File: config.mk
export PLATFORM = sky130hd
export DESIGN_NAME = sensor_move_detector
export DESIGN_NICKNAME = d
export VERILOG_FILES = /design/src/rtl/sensor_move_detector.sv
export SDC_FILE = /design/constraint.sdc
export NUM_CORES = 1
export LEC_CHECK = 0
export BUFFER_PORTS_ARGS = -buffer_cell sky130_fd_sc_hd__buf_4
export CAP_MARGIN = 20
export CORE_AREA = 2 2 113 142
export CTS_CLUSTER_SIZE = 12
export DETAILED_ROUTE_END_ITERATION = 12
export DIE_AREA = 0 0 115 144
export PLACE_DENSITY_LB_ADDON = 0.08
export SLEW_MARGIN = 10
export SYNTH_ARGS = -nofsm -noshare
export SYNTH_HDL_FRONTEND = slang
export SYNTH_SLANG_ARGS = --single-unit
File: constraint.sdc
create_clock -name clk -period 4.7 [get_ports clk]
set_input_delay 0.705 -clock clk [delete_from_list [all_inputs] [get_ports clk]]
set_output_delay 0.705 -clock clk [all_outputs]
set_load 0.01 [all_outputs]
File: src/rtl/sensor_move_detector.sv
// Debounces 32-bit occupancy snapshots into a stable board image, then scans the
// change mask one square per cycle and queues LIFT/PLACE events in a small FIFO.
module sensor_move_detector #(
  parameter int STABLE_COUNT = 4,
  parameter int FIFO_DEPTH   = 4
) (
  input  logic        clk,
  input  logic        reset,
  input  logic [31:0] snap_in,
  input  logic        snap_valid,
  output logic        ev_valid,
  input  logic        ev_ready,
  output logic [1:0]  ev_type,
  output logic [4:0]  ev_square,
  output logic [31:0] stable_board,
  output logic [5:0]  piece_count,
  output logic        busy
);

  localparam int PW = (FIFO_DEPTH > 1) ? $clog2(FIFO_DEPTH) : 1;
  localparam int CW = PW + 1;
  localparam logic [3:0]    SC    = 4'(STABLE_COUNT);
  localparam logic [CW-1:0] DEPTH = CW'(FIFO_DEPTH);
  localparam logic [1:0]    LIFT  = 2'b01;
  localparam logic [1:0]    PLACE = 2'b10;

  typedef enum logic {IDLE, SCAN} state_t;

  state_t        state_q, state_d;
  logic [31:0]   cand_q, cand_d;
  logic [3:0]    cnt_q, cnt_d;
  logic [31:0]   board_q, board_d;
  logic [31:0]   diff_q, diff_d;
  logic [5:0]    pc_q, pc_d;
  logic [4:0]    idx_q, idx_d;
  logic [PW-1:0] wr_q, wr_d, rd_q, rd_d;
  logic [CW-1:0] count_q, count_d;
  logic          ev_valid_q, ev_valid_d;
  logic [6:0]    head_q, head_d;
  logic [6:0]    mem_q [FIFO_DEPTH];

  logic          commit, pop, push_req, push_ok, push, stall;
  logic [6:0]    entry;
  logic [CW-1:0] remain;

  function automatic logic [5:0] popcnt(input logic [31:0] v);
    logic [5:0] s;
    s = '0;
    for (int i = 0; i < 32; i++) s = s + 6'(v[i]);
    return s;
  endfunction

  always_comb begin
    cand_d = cand_q;
    cnt_d  = cnt_q;
    if (snap_valid) begin
      if (snap_in == cand_q) begin
        if (cnt_q != SC) cnt_d = cnt_q + 4'd1;
      end else begin
        cand_d = snap_in;
        cnt_d  = 4'd1;
      end
    end
  end

  always_comb begin
    commit   = (state_q == IDLE) && (cnt_q == SC) && (cand_q != board_q);
    pop      = (count_q != '0) && ev_ready;
    push_req = (state_q == SCAN) && diff_q[idx_q];
    push_ok  = (count_q < DEPTH) || pop;
    push     = push_req && push_ok;
    stall    = push_req && !push_ok;
    entry    = {board_q[idx_q] ? PLACE : LIFT, idx_q};

    state_d = state_q;
    board_d = board_q;
    diff_d  = diff_q;
    pc_d    = pc_q;
    idx_d   = idx_q;
    if (commit) begin
      board_d = cand_q;
      diff_d  = cand_q ^ board_q;
      pc_d    = popcnt(cand_q);
      idx_d   = 5'd0;
      state_d = SCAN;
    end else if ((state_q == SCAN) && !stall) begin
      idx_d = idx_q + 5'd1;
      if (idx_q == 5'd31) state_d = IDLE;
    end
  end

  // Head register tracks the entry that will sit at the read pointer after this edge;
  // a push into an otherwise-empty FIFO bypasses memory so it shows up one edge later.
  always_comb begin
    wr_d       = push ? wr_q + PW'(1) : wr_q;
    rd_d       = pop  ? rd_q + PW'(1) : rd_q;
    count_d    = count_q + CW'(push) - CW'(pop);
    remain     = count_q - CW'(pop);
    ev_valid_d = (count_d != '0);
    if (count_d == '0)      head_d = '0;
    else if (remain == '0)  head_d = entry;
    else                    head_d = mem_q[rd_d];
  end

  always_ff @(posedge clk or posedge reset) begin
    if (reset) begin
      state_q    <= IDLE;
      cand_q     <= '0;
      cnt_q      <= '0;
      board_q    <= '0;
      diff_q     <= '0;
      pc_q       <= '0;
      idx_q      <= '0;
      wr_q       <= '0;
      rd_q       <= '0;
      count_q    <= '0;
      ev_valid_q <= 1'b0;
      head_q     <= '0;
      for (int i = 0; i < FIFO_DEPTH; i++) mem_q[i] <= '0;
    end else begin
      state_q    <= state_d;
      cand_q     <= cand_d;
      cnt_q      <= cnt_d;
      board_q    <= board_d;
      diff_q     <= diff_d;
      pc_q       <= pc_d;
      idx_q      <= idx_d;
      wr_q       <= wr_d;
      rd_q       <= rd_d;
      count_q    <= count_d;
      ev_valid_q <= ev_valid_d;
      head_q     <= head_d;
      if (push) mem_q[wr_q] <= entry;
    end
  end

  assign ev_valid     = ev_valid_q;
  assign ev_type      = head_q[6:5];
  assign ev_square    = head_q[4:0];
  assign stable_board = board_q;
  assign piece_count  = pc_q;
  assign busy         = (state_q == SCAN);

endmodule

==> impl_metrics.tcl, run 1 <==
set metrics [dict create \
    run_status "finished with violations" \
    violations "negative setup slack" \
    dr.first_iter.drc_count 225 \
    num_vias 5309 \
    design.final.nets 841 \
    design.portCount 83 \
    ys_async_sr_fraction_pct 100.0 \
    vdd_drop_max_mv 0.4563 \
    first_pass_iters 4 \
    area_delta_synth_final_pct 20.34 \
    adder_cell_area_share_of_the_yosys_netlist_pct 8.977 \
    worst_hold_path_type "in2async" \
    hpwl_um 14310 \
    synth-simple-area-share_pct 6.176 \
    place.port_buffers 82 \
    cts_hold_buffers 0 \
    worst_setup_path_start_kind "flop" \
    diodes 0 \
    cts.root.buffer_cell "clkbuf_16" \
    post_synth.cell_area_avg_um2 12.32 \
    ys.warnings.count 0 \
    worst_ep_required_time_ns 4.98 \
    critPathCaptureType "flop" \
    min_period_ns 4.785 \
    final-max-slew-violation-count 0 \
    yosys.area.top_type_share_pct 47.98 \
    filler_cell_count 1242 \
    fin_worst_skew_ns 0.01308 \
    grt_pass1_wl_um 30560 \
    yosys-mux-area-fraction_pct 18.71 \
    share_of_layout_cells_above_drive_strength_1_pct 34.06 \
    synth_compound_area_share_pct 6.268 \
    post_drt_via_cell_ratio 5.530 \
    post-route-worst-setup-slack_ns -0.08458 \
    cap_viol_max_count 0 \
    worst_r2r_endpoint "piece_count[4]$_DFFE_PP0P_" \
    timing.reg2reg.setup_slack_ns -0.08 \
    drt_wl_total_um 19210 \
    finalHoldViolCount 0 \
    ys_seq_elements 155 \
    place_ws_ns -0.07453 \
    wl_per_cell_um 20.01 \
    share_comb_of_total_power_pct 40.6 \
    placeableCoreArea_um2 15310 \
    gp_routability_congestion 0.8921 \
    die_width_um 115 \
    ys.flop_type "dfrtp_1" \
    rows 51 \
    critPathMostFrequentCell "fa_1" \
    clock_sink_count 155 \
    drc 0 \
    clk_pin_slew_worst_paths_ns 0.06 \
    net-switching-power_w 0.001613 \
    cell_count_of_the_worst_reg_to_reg_path 16 \
    synth_seq_area_share_pct 47.98 \
    synth_top_family_by_area "multiplexers" \
    cts_max_path_buffers 2 \
    grt_pass1_vias 5705 \
    power-per-cell-area_nw_per_um2 495.9 \
    netlist_area_um2 8084 \
    intPower_w 0.003212 \
    yosys.area.top_type "dfrtp_1" \
    layout.core_utilization_pct 63.52 \
    cts_tree "yes" \
    place_area_um2 9062 \
    switching_share_pct 33.42 \
    critPathMaxFanout 2 \
    most_used_standard_cell_by_instance_count_after_synthesis "dfrtp_1" \
    overflow 0 \
    commonest_cells_in_the_netlist "dfrtp_1, mux2_2, xnor2_1" \
    timing.critical_path.cells "fa_1 -> fa_2 -> fa_1 -> fa_2 -> fa_1 -> inv_2 -> fa_1 -> inv_1 -> ha_2 -> inv_2 -> fa_2 -> inv_2 -> a21o_1 -> a21oi_2 -> xor2_1 -> o21ai_1" \
    clock_latency_ns 0.44 \
    critical_path_s_largest_stage_delay_ns 0.59 \
    initial_core_util_pct 52.79 \
    number_of_nets_in_the_synthesized_netlist 735 \
    regToRegStartpoint "cand_q[17]$_DFFE_PP0P_" \
    setup_total_negative_slack_ns -0.1278 \
    die-area_um2 16560 \
    maxClockFrequency_ghz 0.2090 \
    ys_top_cells_by_area "dfrtp_1, mux2_2, xnor2_1" \
    cts-buffers-inserted 17 \
    timing.final.setup_violations 3 \
    synthXorXnorAreaFrac_pct 8.234 \
    grt_use_total_pct 25.13 \
    finish.instance_area_um2 9728 \
    final.period_utilization_pct 101.8 \
    synth_enable_flop_cells 0 \
    post_synthesis_instance_total 656 \
    clock_network_power_share_pct 30.3 \
    drtAntennaViolNets 0 \
    worst-setup-path-type "reg2reg" \
    ctsHtreeMaxLevel 4 \
    cp_data_arrival_time_ns 5.06 \
    grt_antenna_before_repair 0 \
    leakagePower_nw 4.487 \
    max_slew_headroom_pct 26.56 \
    die_height_um 144 \
    synthDistinctLibCells 44 \
    grt_setup_unrepaired "true" \
    pin_count_of_the_biggest_net_entering_global_routing 111 \
    critical_path_top_delay_cell "fa_1" \
    worst_pin_slew_ns 1.094 \
    part_of_the_total_power_dissipated_in_sequential_elements_pct 29.1 \
]
-- flip-flops by register name, summed over array words and instances, names as in the netlist --
signal / flops
mem_q: 28
cnt_q: 4
diff_q: 32
rd_q: 2
wr_q: 2
stable_board: 32
idx_q: 5
ev_valid: 1
cand_q: 32
busy: 1
head_q: 7
piece_count: 6
count_q: 3
-- layout make-up --
type	count	area [um2]	area share, %
clock inverter	11	167.7	1.723
tap	185	231.5	2.379
multi-input combinational	427	3941	40.51
sequential	155	3879	39.87
inverter	47	180.2	1.852
timing repair buffer	114	868.3	8.926
clock buffer	21	460.4	4.733
-- power groups by stage --
stage	logic (W)	registers, W	clock network [W]
final	0.00196	0.00141	0.00146
after floorplan	0.00121	0.00143	0
after detailed placement	0.00170	0.00143	0
after global placement	0.00167	0.00143	0
after global routing	0.00223	0.00141	0.00154
after CTS	0.00184	0.00141	0.00148
-- layout by cell type, fill, tap and decap left out, types with 6 or more instances in the layout --
cell,instances
dfrtp_1,155
buf_4,113
mux2_2,81
xnor2_1,70
nand2_1,64
o21ai_0,51
inv_1,39
mux4_2,20
fa_1,20
nand4_1,17
ha_1,17
clkbuf_16,17
mux2i_1,15
inv_2,7
nor2_1,6
xor2_1,6
a21oi_1,6
-- per-layer routing --
layer / track usage, % / vias to the layer above / share of wire, %
met4: 11.86 / 0 / 3.6
li1: - / 2475 / -
met3: 4.694 / 36 / 3.5
met1: 28.20 / 2688 / 38
met5: 0 / - / 0
met2: 45.79 / 110 / 55
-- critical path: cells and delay by family, from the launching register on --
kind | cells | cell delay [ns]
xor+xnor | 1 | 0.13
fa+ha+maj | 8 | 3.61
flops | 1 | 0.40
buf+inv | 4 | 0.24
compound gates | 3 | 0.25
-- how the worst max path moves through the flow --
stage                                  to                    from  slack (ns)
3_3_place_gp   piece_count[5]$_DFFE_PP0P_   cand_q[0]$_DFFE_PP0P_      -0.004
3_5_place_dp   piece_count[5]$_DFFE_PP0P_  cand_q[11]$_DFFE_PP0P_       -0.07
5_1_grt        piece_count[4]$_DFFE_PP0P_  cand_q[23]$_DFFE_PP0P_       -0.21
2_1_floorplan  piece_count[5]$_DFFE_PP0P_   cand_q[0]$_DFFE_PP0P_        0.05
4_1_cts        piece_count[4]$_DFFE_PP0P_  cand_q[21]$_DFFE_PP0P_       -0.05
6_report       piece_count[4]$_DFFE_PP0P_  cand_q[17]$_DFFE_PP0P_       -0.08
-- kinds of logic (layout without fill, tap and decap cells) --
kind of cell               Yosys count  count (layout)
buffers and inverters               74             193
and+or+nand+nor                    106             106
DFF                                155             155
adders and majority gates           43              43
muxes                              116             116
xor gates and xnor gates            76              76
AOI/OAI and AO/OA                   86              86
-- repair_timing --
action	in CTS	in global routing
endpoints found under the setup margin	3	5
resized for setup	7	9
pin swaps	6	10
setup buffers	1	1
-- through the flow --
| stage | power [W] | cells | hold slack [ns] |
|---|---|---|---|
| after floorplan | 0.002637 | 656 | 0.4444 |
| after global placement | 0.003095 | 926 | 0.4615 |
| after detailed placement | 0.003132 | 926 | 0.4686 |
| after CTS | 0.004727 | 959 | 0.1414 |
| after global routing | 0.005183 | 960 | 0.1514 |
| final | 0.004825 | 960 | 0.1502 |
(Power assumes the default switching activity.)
==> inputs of run 2 (changes only) <==
CORE_AREA = 2 2 185 133   (was 2 2 113 142)
DIE_AREA = 0 0 187 135   (was 0 0 115 144)
==> run 2 against run 1 <==
Effect of this change:
- the run now ends clean
- wire length grew 18%
- clock-buffer cell count shrank 2
- largest cell class unchanged
- via count grew 0.92%
- critical path type unchanged
- flip-flop and latch count is the same
==> impl_metrics.tcl, run 2 (synthesized netlist as in run 1, its figures left out) <==
set metrics [dict create \
    run_status "finished clean" \
    post_drt_via_cell_ratio 4.853 \
    area_delta_synth_final_pct 23.06 \
    timing.final.setup_violations 0 \
    cap_viol_max_count 0 \
    most_common_library_cell_in_the_layout_ignoring_fill_and_taps "dfrtp_1" \
    power-per-cell-area_nw_per_um2 480.6 \
    drtAntennaViolNets 0 \
    worst_pin_slew_ns 0.9269 \
    maxClockFrequency_ghz 0.2130 \
    diodes 0 \
    clock_sink_count 155 \
    wirelength_met1_um 11770 \
    placed_cells 1069 \
    hpwl_um 17590 \
    grt_antenna_before_repair 0 \
    finalHoldViolCount 0 \
    worst_ep_required_time_ns 4.97 \
    finalNonFillerCells 1104 \
    worst_r2r_endpoint "piece_count[4]$_DFFE_PP0P_" \
    clock_latency_ns 0.43 \
    filler_cell_count 2220 \
    layout.core_utilization_pct 42.61 \
    timing.reg2reg.setup_slack_ns 0.005 \
    leakagePower_nw 4.530 \
    design.final.nets 852 \
    max_slew_headroom_pct 38.21 \
    cell_count_of_the_worst_reg_to_reg_path 18 \
    critPathCaptureType "flop" \
    grt_pass1_wl_um 35090 \
    wl_met3_um 1195 \
    cts_tree "yes" \
    dr.first_iter.drc_count 319 \
    critPathMaxFanout 2 \
    cts_hold_buffers 0 \
    cts.root.buffer_cell "clkbuf_16" \
    placeableCoreArea_um2 23350 \
    overflow 0 \
    drt_wl_total_um 22720 \
    die_width_um 187 \
    final-max-slew-violation-count 0 \
    drc 0 \
    cts-buffers-inserted 17 \
    share_of_layout_cells_above_drive_strength_1_pct 34.61 \
    num_vias 5358 \
    ctsHtreeMaxLevel 4 \
    wl_per_cell_um 20.58 \
    place.port_buffers 82 \
    area_of_the_multi_input_gates_um2 3936 \
    final.period_utilization_pct 99.89 \
    commonest_cells_after_routing_fill_and_taps_aside "dfrtp_1, buf_4, mux2_2" \
    fin_worst_skew_ns 0.01258 \
    cp_data_arrival_time_ns 4.97 \
    die-area_um2 25250 \
    first_pass_iters 5 \
    min_period_ns 4.695 \
    top_layer "met4" \
    vdd_drop_max_mv 0.4560 \
    design.portCount 83 \
    met2_length_um 9534 \
    regToRegStartpoint "cand_q[0]$_DFFE_PP0P_" \
    worst_setup_path_start_kind "flop" \
    clk_pin_slew_worst_paths_ns 0.07 \
    design_power_total_w 0.004781 \
    die_height_um 135 \
    grt_pass1_vias 5546 \
    regArea_um2 3879 \
    pin_count_of_the_biggest_net_entering_global_routing 107 \
    worst-setup-path-type "reg2reg" \
    initial_core_util_pct 34.63 \
    rows 47 \
    worst_hold_path_type "in2async" \
    grt_setup_unrepaired "true" \
    final.hold.worst_slack_ns 0.3605 \
    gp_routability_congestion 0.8346 \
    cts_max_path_buffers 2 \
    grt_use_total_pct 18.88 \
]
-- run 2: cell types whose count changed in the layout (fill, tap and decap cells not counted), moves of 2 or more --
cell / delta
buf_4: +8
bufinv_16: -2
clkbuf_4: +2
clkbuf_8: -2
clkinv_2: -3
fa_1: +2
fa_2: -2
inv_6: +4
inv_8: +2
-- run 2: how the worst max path moves through the flow --
stage	startpoint	endpoint	slack, ns
6_report	cand_q[0]$_DFFE_PP0P_	piece_count[4]$_DFFE_PP0P_	0.005
5_1_grt	cand_q[0]$_DFFE_PP0P_	piece_count[4]$_DFFE_PP0P_	-0.12
3_5_place_dp	cand_q[0]$_DFFE_PP0P_	piece_count[5]$_DFFE_PP0P_	-0.13
2_1_floorplan	cand_q[0]$_DFFE_PP0P_	piece_count[5]$_DFFE_PP0P_	0.05
3_3_place_gp	cand_q[0]$_DFFE_PP0P_	piece_count[5]$_DFFE_PP0P_	-0.02
4_1_cts	cand_q[11]$_DFFE_PP0P_	piece_count[4]$_DFFE_PP0P_	-0.03
-- run 2: layout make-up --
type / instances / area share, %
tap: 318 / 4.000
timing repair buffer: 125 / 9.684
clock inverter: 13 / 1.597
clock buffer: 19 / 4.352
multi-input combinational: 427 / 39.57
inverter: 47 / 1.811
sequential: 155 / 38.99
-- run 2: where the power goes --
part | internal, W | total (W) | switching (W)
sequential | 0.00136 | 0.00141 | 0.0000502
combinational | 0.000951 | 0.00197 | 0.00102
clock | 0.000799 | 0.00140 | 0.000603
-- run 2: stage by stage --
step                      setup WS [ns]  instance area [um2]  setup TNS (ns)
after global placement         -0.02267                 9296        -0.04373
final                          0.005149                 9948               0
after detailed placement        -0.1319                 9316         -0.3681
after CTS                      -0.02591                 9926        -0.04229
after floorplan                 0.05174                 8088               0
after global routing            -0.1242                 9948         -0.3239
-- run 2: worst max-delay path: stages, from the launching register on --
cell and delay [ns]:
dfrtp_1 0.36, inv_2 0.05, fa_1 0.54, inv_1 0.05, fa_1 0.47, fa_2 0.57
fa_1 0.46, fa_1 0.54, inv_2 0.04, fa_1 0.47, inv_1 0.04, ha_2 0.17
inv_2 0.05, fa_2 0.19, inv_2 0.03, a21o_1 0.16, a21oi_2 0.14, xor2_1 0.15
o21ai_1 0.07
-- run 2: metal layers --
layer,up-vias,track usage [%]
met1,2714,28.93
li1,2503,-
met5,-,0
met4,0,4.586
met3,16,4.444
met2,125,26.68
-- run 2: repair_timing --
action	in CTS	in global routing
resized for setup	10	3
setup buffers	0	1
setup endpoints to repair	4	4
pin swaps	9	11
==> inputs of run 3 (changes only) <==
CORE_AREA = 2 2 150 108   (was 2 2 185 133)
DIE_AREA = 0 0 152 110   (was 0 0 187 135)
clock period = 5.6 ns   (was 4.7 ns; I/O delays follow)
==> run 3 against run 2 <==
Effect of this change:
- clock skew decreased by 0.0045 ns
- setup slack better by 0.66 ns
- maximum frequency decreased by 4.9%
- first-iteration DRC count increased by 13%
- non-clock buffer count shrank 36
- utilization increased by 20 points
- wire length is 10% lower
- worst hold slack better by 0.12 ns
- critical path depth down 2
- clock-buffer cell count up 2
- highest routed layer unchanged
- sequential share of layout area is 1.8 points higher
==> impl_metrics.tcl, run 3 (synthesized netlist as in run 1, its figures left out) <==
set metrics [dict create \
    net-switching-power_w 0.001266 \
    worst_ep_required_time_ns 5.90 \
    worst_pin_slew_ns 1.099 \
    min_period_ns 4.937 \
    area_delta_synth_final_pct 17.57 \
    clk_pin_slew_worst_paths_ns 0.06 \
    post_drt_via_cell_ratio 5.625 \
    final.hold.worst_slack_ns 0.4805 \
    rows 38 \
    part_of_the_total_power_dissipated_in_sequential_elements_pct 32.2 \
    place.port_buffers 82 \
    run_status "finished clean" \
    cap_viol_max_count 0 \
    grt_pass1_wl_um 31770 \
    clock_sink_count 155 \
    drt_wl_total_um 20430 \
    vdd_drop_max_mv 0.4675 \
    dr.first_iter.drc_count 360 \
    final.period_utilization_pct 88.15 \
    initial_core_util_pct 52.97 \
    cts_hold_buffers 0 \
    grt_setup_unrepaired "false" \
    cts_tree "yes" \
    critPathCaptureType "flop" \
    clock_latency_ns 0.43 \
    overflow 0 \
    cts.repair_timing.setup_buffer_count 0 \
    drtAntennaViolNets 0 \
    leakagePower_nw 4.369 \
    design.final.nets 816 \
    commonest_cells_after_routing_fill_and_taps_aside "dfrtp_1, buf_4, mux2_2" \
    design_power_total_w 0.003722 \
    switching_share_pct 34.00 \
    die-area_um2 16720 \
    wl_per_cell_um 21.53 \
    clock_network_power_share_pct 31.2 \
    grt_use_total_pct 25.69 \
    max_slew_headroom_pct 26.22 \
    worst_setup_path_start_kind "flop" \
    intPower_w 0.002457 \
    share_of_layout_cells_above_drive_strength_1_pct 30.04 \
    maxClockFrequency_ghz 0.2026 \
    drc 0 \
    fin_worst_skew_ns 0.008074 \
    die_width_um 152 \
    finalHoldViolCount 0 \
    power-per-cell-area_nw_per_um2 391.7 \
    diodes 0 \
    filler_cell_count 1211 \
    gp_routability_congestion 0.9177 \
    share_comb_of_total_power_pct 36.7 \
    num_vias 5338 \
    hpwl_um 15400 \
    timing.final.setup_violations 0 \
    pin_count_of_the_biggest_net_entering_global_routing 123 \
    first_pass_iters 4 \
    final-max-slew-violation-count 0 \
    cts_max_path_buffers 2 \
    worst-setup-path-type "reg2reg" \
    design.portCount 83 \
    grt_antenna_before_repair 0 \
    post_cts_resize_count 0 \
    ctsHtreeMaxLevel 4 \
    cp_data_arrival_time_ns 5.24 \
    placed_cells 917 \
    grt_pass1_vias 5537 \
    die_height_um 110 \
    cts.root.buffer_cell "clkbuf_16" \
    placeableCoreArea_um2 15260 \
    critPathMaxFanout 4 \
    most_common_library_cell_in_the_layout_ignoring_fill_and_taps "dfrtp_1" \
    finalNonFillerCells 949 \
    layout.core_utilization_pct 62.27 \
    worst_hold_path_type "reg2reg" \
    setup_total_negative_slack_ns 0 \
    cts-buffers-inserted 17 \
]
==> run 3: cell count changes in the layout (fill, tap and decap cells not counted), sizes merged <==
cell,change
inv,-4
clkinv,+2
buf,-34
clkinvlp,-1
==> run 3: layout make-up <==
class                      count  area, um2  area share (%)
clock buffer                  21      470.5           4.950
clock inverter                10      116.4           1.224
inverter                      47      181.4           1.909
tap                          200      250.2           2.633
sequential                   155       3879           40.81
multi-input combinational    427       3919           41.23
timing repair buffer          89      688.2           7.241
==> run 3: metrics by stage <==
step / area, um2 / setup slack (ns)
final: 9504 / 0.6634
after global routing: 9504 / 0.3985
after CTS: 9477 / 0.6006
after detailed placement: 8890 / 0.6152
after global placement: 8890 / 0.7413
after floorplan: 8084 / 0.5818
==> run 3: critical path, cell delays in order, from the launching register on <==
cell and delay [ns]:
dfrtp_1 0.41, inv_1 0.10, fa_1 0.55, inv_1 0.06
fa_1 0.41, fa_1 0.51, fa_1 0.53, fa_1 0.55
inv_1 0.06, fa_1 0.59, inv_1 0.06, ha_1 0.29
a21o_1 0.16, a21oi_1 0.22, nor2b_1 0.07, o21ai_0 0.14
o21ai_0 0.09
==> run 3: worst paths after layout <==
kind,from,endpoint,slack (ns),cells past startpoint
max in group asynchronous,reset,diff_q[2]$_DFFE_PP0P_,3.69,3
max,cand_q[0]$_DFFE_PP0P_,piece_count[5]$_DFFE_PP0P_,0.66,16
min reg2reg,diff_q[8]$_DFFE_PP0P_,diff_q[8]$_DFFE_PP0P_,0.48,2
min in group asynchronous,reset,mem_q[3]$_DFFE_PP0P_,0.62,2
max reg2reg,cand_q[0]$_DFFE_PP0P_,piece_count[5]$_DFFE_PP0P_,0.66,16
min,diff_q[8]$_DFFE_PP0P_,diff_q[8]$_DFFE_PP0P_,0.48,2
==> run 3: routing by layer <==
layer  vias up  GRT usage, %  share of wire, %
li1       2437             -                 -
met1      2731         38.35                49
met2       150         37.07                43
met3        20         7.349               6.8
met4         0         6.943               1.1
met5         -             0                 0
==> run 3: power groups by stage <==
| stage | registers, W | clock network [W] | logic (W) |
|---|---|---|---|
| 2_1_floorplan | 0.00120 | 0 | 0.00102 |
| 3_3_place_gp | 0.00121 | 0 | 0.00133 |
| 3_5_place_dp | 0.00122 | 0 | 0.00136 |
| 4_1_cts | 0.00120 | 0.00117 | 0.00137 |
| 5_1_grt | 0.00120 | 0.00122 | 0.00153 |
| 6_report | 0.00120 | 0.00116 | 0.00136 |
